## config.mk

```make
export PLATFORM = sky130hd
export DESIGN_NAME = axilite_uart_mmio
export DESIGN_NICKNAME = d
export VERILOG_FILES = /design/src/rtl/axilite_uart_mmio_pkg.sv /design/src/rtl/axilite_uart_mmio_fifo.sv /design/src/rtl/axilite_uart_mmio.sv
export SDC_FILE = /design/constraint.sdc
export NUM_CORES = 1
export LEC_CHECK = 0
export BUFFER_PORTS_ARGS = -buffer_cell sky130_fd_sc_hd__buf_2
export CORE_ASPECT_RATIO = 1.2
export CORE_MARGIN = 5
export CORE_UTILIZATION = 55
export CTS_BUF_LIST = sky130_fd_sc_hd__clkbuf_4
export CTS_CLUSTER_DIAMETER = 60
export DETAILED_ROUTE_END_ITERATION = 10
export PLACE_DENSITY = 0.76
export SYNTH_ARGS = -nofsm -noshare
export SYNTH_HDL_FRONTEND = slang
export SYNTH_HIERARCHICAL = 1
export SYNTH_SLANG_ARGS = --single-unit
export TNS_END_PERCENT = 30
```

## constraint.sdc

```tcl
create_clock -name uncoreclk -period 3.1 [get_ports uncoreclk]
set_input_delay 0.31 -clock uncoreclk [delete_from_list [all_inputs] [get_ports uncoreclk]]
set_output_delay 0.31 -clock uncoreclk [all_outputs]
set_load 0.1 [all_outputs]
```

## src/rtl/axilite_uart_mmio_pkg.sv

```systemverilog
// Shared definitions for the AXI-Lite UART window: register offsets,
// STAT/CTRL bit positions, response code and FSM state types.
package axilite_uart_mmio_pkg;

  // addr[3:2] register select
  localparam logic [1:0] REG_RX   = 2'd0;
  localparam logic [1:0] REG_TX   = 2'd1;
  localparam logic [1:0] REG_STAT = 2'd2;
  localparam logic [1:0] REG_CTRL = 2'd3;

  // STAT bit positions
  localparam int STAT_RX_NE   = 0;
  localparam int STAT_RX_FULL = 1;
  localparam int STAT_TX_EMPT = 2;
  localparam int STAT_TX_FULL = 3;
  localparam int STAT_IE      = 4;
  localparam int STAT_OVR     = 5;

  // CTRL bit positions
  localparam int CTRL_FLUSH_TX = 0;
  localparam int CTRL_FLUSH_RX = 1;
  localparam int CTRL_IE       = 4;

  localparam logic [1:0] RESP_OKAY = 2'b00;

  typedef enum logic {W_IDLE, W_RESP} wstate_t;
  typedef enum logic {R_IDLE, R_RESP} rstate_t;

  // Snapshot of the flags that make up the STAT word
  typedef struct packed {
    logic ovr;
    logic ie;
    logic tx_full;
    logic tx_empty;
    logic rx_full;
    logic rx_ne;
  } stat_t;

  function automatic logic [31:0] stat_word(input stat_t s);
    logic [31:0] w;
    w = '0;
    w[STAT_RX_NE]   = s.rx_ne;
    w[STAT_RX_FULL] = s.rx_full;
    w[STAT_TX_EMPT] = s.tx_empty;
    w[STAT_TX_FULL] = s.tx_full;
    w[STAT_IE]      = s.ie;
    w[STAT_OVR]     = s.ovr;
    return w;
  endfunction

endpackage

```

## src/rtl/axilite_uart_mmio_fifo.sv

```systemverilog
// 8-bit synchronous FIFO with flush. Pointers carry one extra MSB so
// full and empty are distinguishable; wrap is natural modulo.
module uart_byte_fifo #(
  parameter int DEPTH = 16
) (
  input  logic       gclk,
  input  logic       grst_n,
  input  logic       flush,
  input  logic       push,
  input  logic [7:0] din,
  input  logic       pop,
  output logic [7:0] dout,
  output logic       full,
  output logic       empty
);
  localparam int AW = $clog2(DEPTH);
  localparam logic [AW:0] PTR_ONE = (AW+1)'(1);

  logic [AW:0] wp, rp;
  logic [7:0]  mem [DEPTH];
  logic        push_en, pop_en;

  // Full is judged on pre-edge state, so a concurrent pop never lets a
  // push into a full FIFO through.
  assign push_en = push & ~full;
  assign pop_en  = pop & ~empty;

  assign empty = (wp == rp);
  assign full  = (wp[AW] != rp[AW]) && (wp[AW-1:0] == rp[AW-1:0]);
  assign dout  = mem[rp[AW-1:0]];

  // Pointer update; flush overrides any same-edge push or pop
  always_ff @(posedge gclk or negedge grst_n) begin
    if (!grst_n) begin
      wp <= '0;
      rp <= '0;
    end else if (flush) begin
      wp <= '0;
      rp <= '0;
    end else begin
      if (push_en) wp <= wp + PTR_ONE;
      if (pop_en)  rp <= rp + PTR_ONE;
    end
  end

  // Storage write; contents need no reset since pointers gate visibility
  always_ff @(posedge gclk) begin
    if (push_en) mem[wp[AW-1:0]] <= din;
  end

endmodule

```

## src/rtl/axilite_uart_mmio.sv

```systemverilog
// AXI4-Lite slave presenting a UART-lite register window: TX FIFO drains
// to a PS byte stream, RX FIFO is filled from a PS byte stream.
module axilite_uart_mmio
  import axilite_uart_mmio_pkg::*;
#(
  parameter int FIFO_DEPTH = 16,
  parameter int ADDR_WIDTH = 32
) (
  input  logic                  uncoreclk,
  input  logic                  uncore_rstn,
  input  logic [ADDR_WIDTH-1:0] s_axi_awaddr,
  input  logic                  s_axi_awvalid,
  output logic                  s_axi_awready,
  input  logic [31:0]           s_axi_wdata,
  input  logic [3:0]            s_axi_wstrb,
  input  logic                  s_axi_wvalid,
  output logic                  s_axi_wready,
  output logic [1:0]            s_axi_bresp,
  output logic                  s_axi_bvalid,
  input  logic                  s_axi_bready,
  input  logic [ADDR_WIDTH-1:0] s_axi_araddr,
  input  logic                  s_axi_arvalid,
  output logic                  s_axi_arready,
  output logic [31:0]           s_axi_rdata,
  output logic [1:0]            s_axi_rresp,
  output logic                  s_axi_rvalid,
  input  logic                  s_axi_rready,
  output logic [7:0]            tx_data,
  output logic                  tx_valid,
  input  logic                  tx_ready,
  input  logic [7:0]            rx_data,
  input  logic                  rx_valid,
  output logic                  rx_ready,
  output logic                  irq
);

  wstate_t w_q, w_d;
  rstate_t r_q, r_d;

  logic        live;
  logic        w_hs, ar_hs;
  logic [1:0]  w_sel, r_sel;
  logic        tx_push, tx_pop, tx_flush, tx_full, tx_empty, tx_ovf;
  logic        rx_push, rx_pop, rx_flush, rx_full, rx_empty;
  logic [7:0]  rx_dout;
  logic        ctrl_wr, stat_rd;
  logic        ie, ovr;
  logic [31:0] rd_word;

  assign w_sel = s_axi_awaddr[3:2];
  assign r_sel = s_axi_araddr[3:2];

  assign w_hs  = s_axi_awready & s_axi_awvalid & s_axi_wvalid;
  assign ar_hs = s_axi_arready & s_axi_arvalid;

  assign tx_push  = w_hs & (w_sel == REG_TX) & s_axi_wstrb[0];
  assign tx_ovf   = tx_push & tx_full;
  assign ctrl_wr  = w_hs & (w_sel == REG_CTRL);
  assign tx_flush = ctrl_wr & s_axi_wdata[CTRL_FLUSH_TX];
  assign rx_flush = ctrl_wr & s_axi_wdata[CTRL_FLUSH_RX];
  assign rx_pop   = ar_hs & (r_sel == REG_RX);
  assign stat_rd  = ar_hs & (r_sel == REG_STAT);

  assign tx_valid = ~tx_empty;
  assign tx_pop   = tx_valid & tx_ready;
  assign rx_ready = live & ~rx_full;
  assign rx_push  = rx_valid & rx_ready;

  assign s_axi_bresp = RESP_OKAY;
  assign s_axi_rresp = RESP_OKAY;

  // Holds every ready low through reset and the first cycle after it
  always_ff @(posedge uncoreclk or negedge uncore_rstn) begin
    if (!uncore_rstn) live <= 1'b0;
    else              live <= 1'b1;
  end

  uart_byte_fifo #(.DEPTH(FIFO_DEPTH)) u_tx_fifo (
    .gclk   (uncoreclk),
    .grst_n (uncore_rstn),
    .flush  (tx_flush),
    .push   (tx_push),
    .din    (s_axi_wdata[7:0]),
    .pop    (tx_pop),
    .dout   (tx_data),
    .full   (tx_full),
    .empty  (tx_empty)
  );

  uart_byte_fifo #(.DEPTH(FIFO_DEPTH)) u_rx_fifo (
    .gclk   (uncoreclk),
    .grst_n (uncore_rstn),
    .flush  (rx_flush),
    .push   (rx_push),
    .din    (rx_data),
    .pop    (rx_pop),
    .dout   (rx_dout),
    .full   (rx_full),
    .empty  (rx_empty)
  );

  // FSM state registers
  always_ff @(posedge uncoreclk or negedge uncore_rstn) begin
    if (!uncore_rstn) begin
      w_q <= W_IDLE;
      r_q <= R_IDLE;
    end else begin
      w_q <= w_d;
      r_q <= r_d;
    end
  end

  // Next-state logic for both channels
  always_comb begin
    w_d = w_q;
    r_d = r_q;
    case (w_q)
      W_IDLE:  if (w_hs) w_d = W_RESP;
      W_RESP:  if (s_axi_bready) w_d = W_IDLE;
      default: w_d = W_IDLE;
    endcase
    case (r_q)
      R_IDLE:  if (ar_hs) r_d = R_RESP;
      R_RESP:  if (s_axi_rready) r_d = R_IDLE;
      default: r_d = R_IDLE;
    endcase
  end

  // Handshake outputs; AW and W are only accepted together
  always_comb begin
    s_axi_awready = live & (w_q == W_IDLE) & s_axi_awvalid & s_axi_wvalid;
    s_axi_wready  = s_axi_awready;
    s_axi_bvalid  = (w_q == W_RESP);
    s_axi_arready = live & (r_q == R_IDLE);
    s_axi_rvalid  = (r_q == R_RESP);
  end

  // Read data mux; an empty RX reads as zero
  always_comb begin
    rd_word = '0;
    case (r_sel)
      REG_RX:   rd_word = rx_empty ? 32'h0 : {24'h0, rx_dout};
      REG_STAT: rd_word = stat_word('{ovr: ovr, ie: ie, tx_full: tx_full,
                                      tx_empty: tx_empty, rx_full: rx_full,
                                      rx_ne: ~rx_empty});
      default:  rd_word = '0;
    endcase
  end

  // Read data captured on AR handshake, held stable while rvalid waits
  always_ff @(posedge uncoreclk or negedge uncore_rstn) begin
    if (!uncore_rstn)  s_axi_rdata <= '0;
    else if (ar_hs)    s_axi_rdata <= rd_word;
  end

  // Interrupt enable and sticky overflow; a same-edge overflow beats the STAT clear
  always_ff @(posedge uncoreclk or negedge uncore_rstn) begin
    if (!uncore_rstn) begin
      ie  <= 1'b0;
      ovr <= 1'b0;
    end else begin
      if (ctrl_wr) ie <= s_axi_wdata[CTRL_IE];
      if (tx_ovf)       ovr <= 1'b1;
      else if (stat_rd) ovr <= 1'b0;
    end
  end

  // Registered level interrupt
  always_ff @(posedge uncoreclk or negedge uncore_rstn) begin
    if (!uncore_rstn) irq <= 1'b0;
    else              irq <= ie & (~rx_empty | tx_empty);
  end

  logic unused_ok;
  assign unused_ok = ^{s_axi_awaddr[ADDR_WIDTH-1:4], s_axi_awaddr[1:0],
                       s_axi_araddr[ADDR_WIDTH-1:4], s_axi_araddr[1:0],
                       s_axi_wdata[31:8], s_axi_wstrb[3:1]};

endmodule

```

==> summary.md <==
| Metric | Value |
|---|---|
| Total power | 0.0123 W |
| CTS Buf Count | 72 |
| P_int | 0.00776 W |
| Wirelength, routed | 23800 microns |
| Synthesis warning total | 6 |
| Post-route DRC | 0 |
| # port buffers | 53 |
| Design Area, Final | 0.0140 sq mm |
| Detailed Routing Iterations Pass 1 | 7 |
| Layout fillers | 1571 |
| CTS H-Tree Depth | 3 |
| CP max FO | 18 |
| Core area | 0.0223 sq mm |
| Non-Filler Instances | 1152 |
| DRT iter0 DRCs | 519 |
| TNS Setup | 0 ps |
| CTS sink cnt | 290 |
| Max Fclk | 0.336 GHz |
| Most frequent cells in the layout | edfxtp_1, clkbuf_4, buf_2 |
| Sequential cell area fraction in the yosys report | 69.0% |
| Class of the worst hold path | primary input to register |
| Final Slew Violations | 0 |
| Hold Fails Final Rpt | 0 |
| Row cnt | 60 |
| Worst slew pin tran | 1040 ps |
| Height of the die | 174 microns |
| Synth Instances | 696 |
| Syn avg cell area | 17.8 sq um |
| Primary FF master, synth | edfxtp_1 |
| Combinational power share | 35.3% |
| Multi-input logic area | 0.00347 sq mm |
| Ratio of total power to cell area | 884 mW/mm^2 |
| Crit path kind | register to primary output |
| DR WL/cell | 20.6 microns |
| Cell Count Post-Placement | 1001 |
| Ports | 169 |
| Leak | 5.13 nW |
| WP data arrival | 2660 ps |
| Endpoints failing setup | 0 |
| Register bit total from synthesis | 290 |
| DR vias/cell | 5.71 |
| Die width | 147 microns |
| Share of cells above drive strength 1 | 29.7% |
| Vias in the first global route | 6989 |
| Initial core utilization | 55.5% |
| Critical Path End Type | primary output |
| CTS Buffer Depth | 3 |
| First-pass GRT wire length | 37400 microns |
| Clk root buf | clkbuf_4 |
| Sequential share of power | 38.8% |
| GRT Util Overall | 18.9% |
| Peak VDD IR | 0.000586 V |
| Area Overhead vs Synth | 12.7% |
| Final min period | 2970 ps |
| Commonest non-fill, non-tap cell in the layout | edfxtp_1 |
| Post-synth EDFFs | 256 |
| Unrepaired setup endpoints after global routing | false |
| CTS tree | done |
| Clk_skew | 49.6 ps |
| Worst setup SP type | register |
| Clock transition at path regs | 70 ps |
| Via count | 6581 |
| Gr ovfl total | 0 |
| Sequential Area | 0.00854 sq mm |
| Clk network pwr share | 25.9% |
| Post-route ant nets | 0 |
| Latest clock arrival within the worst-skew pair | 700 ps |
| Initial antenna violation count | 1 |
| NetSw | 0.00457 W |
| Post-DP HPWL | 15900 microns |
| Rel. slew slack | 30.6% |
| Cell variety after synth | 53 |
| Post-CTS Setup Bufs | 0 |
| Crit share post-route | 95.9% |
| WP data required | 2790 ps |
| Area of placed instances | 0.0128 sq mm |
| Pin count of the biggest net entering global routing | 37 |
| Hold_ws | 56.0 ps |
| Post-synth ARST share | 11.7% |
| Die area | 0.0256 sq mm |
| Cell area after synthesis | 0.0124 sq mm |
| Post-layout nets | 942 |
| Run status | finished clean |
| Max_cap viols | 0 |
| Final Wtd Congestion | 0.792 |
| Sw Share | 37.1% |
-- synthesized netlist by cell type (all sizes together), types with 4 or more instances --
library cell | count | area share [%]
inv | 10 | 0.30
mux4 | 56 | 11
clkbuf | 10 | 0.30
nor2 | 34 | 1.0
and2 | 7 | 0.36
a311o | 4 | 0.32
o21ai | 10 | 0.40
a22oi | 8 | 0.49
mux2i | 34 | 2.8
and2b | 4 | 0.24
a21boi | 5 | 0.46
edfxtp | 256 | 62
buf | 55 | 3.4
mux2 | 13 | 1.2
and3 | 33 | 1.8
a21oi | 12 | 0.49
ha | 10 | 1.0
a221oi | 21 | 1.5
nor2b | 14 | 0.71
nand2 | 23 | 0.70
xnor2 | 10 | 0.71
dfrtp | 34 | 6.9
nand4 | 5 | 0.25
-- critical path, cell delays in order (launching register included) --
cell      delay (ps)
dfrtp_4          630
buf_12           240
mux4_2           580
a22oi_1          190
nand2_1           70
clkbuf_4         280
-- final timing paths --
| path | end | from | slack (ps) | depth (start not counted) |
|---|---|---|---|---|
| setup / recovery | tx_data[2] | u_tx_fifo/rp[0]$_DFFE_PN0P_ | 130 | 5 |
| hold / removal | u_tx_fifo/mem[0][2]$_DFFE_PP_ | s_axi_wdata[2] | 60 | 1 |
| min in group asynchronous | s_axi_rdata[3]$_DFFE_PN0P_ | uncore_rstn | 250 | 2 |
| max in group asynchronous | u_tx_fifo/rp[0]$_DFFE_PN0P_ | uncore_rstn | 2230 | 2 |
| setup reg to reg | s_axi_rdata[0]$_DFFE_PN0P_ | u_rx_fifo/rp[0]$_DFFE_PN0P_ | 140 | 6 |
| hold reg to reg | s_axi_rdata[3]$_DFFE_PN0P_ | s_axi_rdata[3]$_DFFE_PN0P_ | 500 | 2 |
-- cells by family (layout without fill, tap and decap cells) --
group / count (synthesis) / after routing / share of synthesized area (%)
mux: 103 / 103 / 14.7
compound gates: 72 / 72 / 4.66
simple gates: 131 / 131 / 5.76
fa+ha+maj: 10 / 10 / 1.01
other cells: 2 / 31 / 0.0607
buf+inv: 76 / 224 / 3.99
xor+xnor: 12 / 12 / 0.849
flops: 290 / 290 / 69.0
-- area by class of cell --
class                      instances  area share (%)
clock buffer                     108            5.81
timing repair buffer              83            4.21
sequential                       290            61.2
antenna                            2          0.0359
inverter                          11           0.305
multi-input combinational        357            24.9
clock inverter                    22            1.03
tap                              279            2.50
-- per-layer routing --
metal | track usage [%] | wire length [microns] | vias to the layer above
met3 | 4.33 | 1110 | 48
met1 | 19.9 | 8360 | 3320
met2 | 35.4 | 13600 | 197
met4 | 8.78 | 710 | 0
li1 | - | - | 3016
met5 | 0 | 0 | -
-- stage by stage --
stage	utilization (%)	worst slack (ps)
2_1_floorplan	-	11.2
3_3_place_gp	57.2	312
3_5_place_dp	57.2	277
4_1_cts	62.5	41.2
5_1_grt	62.6	6.89
6_report	62.6	127
-- state kept, by name, indices dropped and copies added (netlist names) --
signal / flops
u_tx_fifo/wp: 5
s_axi_bvalid: 1
u_rx_fifo/mem: 128
u_rx_fifo/rp: 5
ie: 1
live: 1
u_tx_fifo/rp: 5
ovr: 1
u_rx_fifo/wp: 5
u_tx_fifo/mem: 128
s_axi_rdata: 8
s_axi_rvalid: 1
irq: 1
-- power by group through the flow --
stage	logic [W]	registers, W	clock network [W]
floorplan	0.00336	0.00495	0
global placement	0.00414	0.00483	0
detailed placement	0.00421	0.00485	0
CTS	0.00432	0.00477	0.00331
global route	0.00461	0.00481	0.00355
finish	0.00435	0.00478	0.00320
-- timing repair --
action | 4_1_cts | 5_1_grt
pin swaps | 0 | 0
endpoints found under the hold margin | 195 | 0
gates cloned | 0 | 0
hold buffers | 19 | 0
gates resized for setup | 12 | 5
setup endpoints to repair | 8 | 7
(Power assumes the default switching activity.)
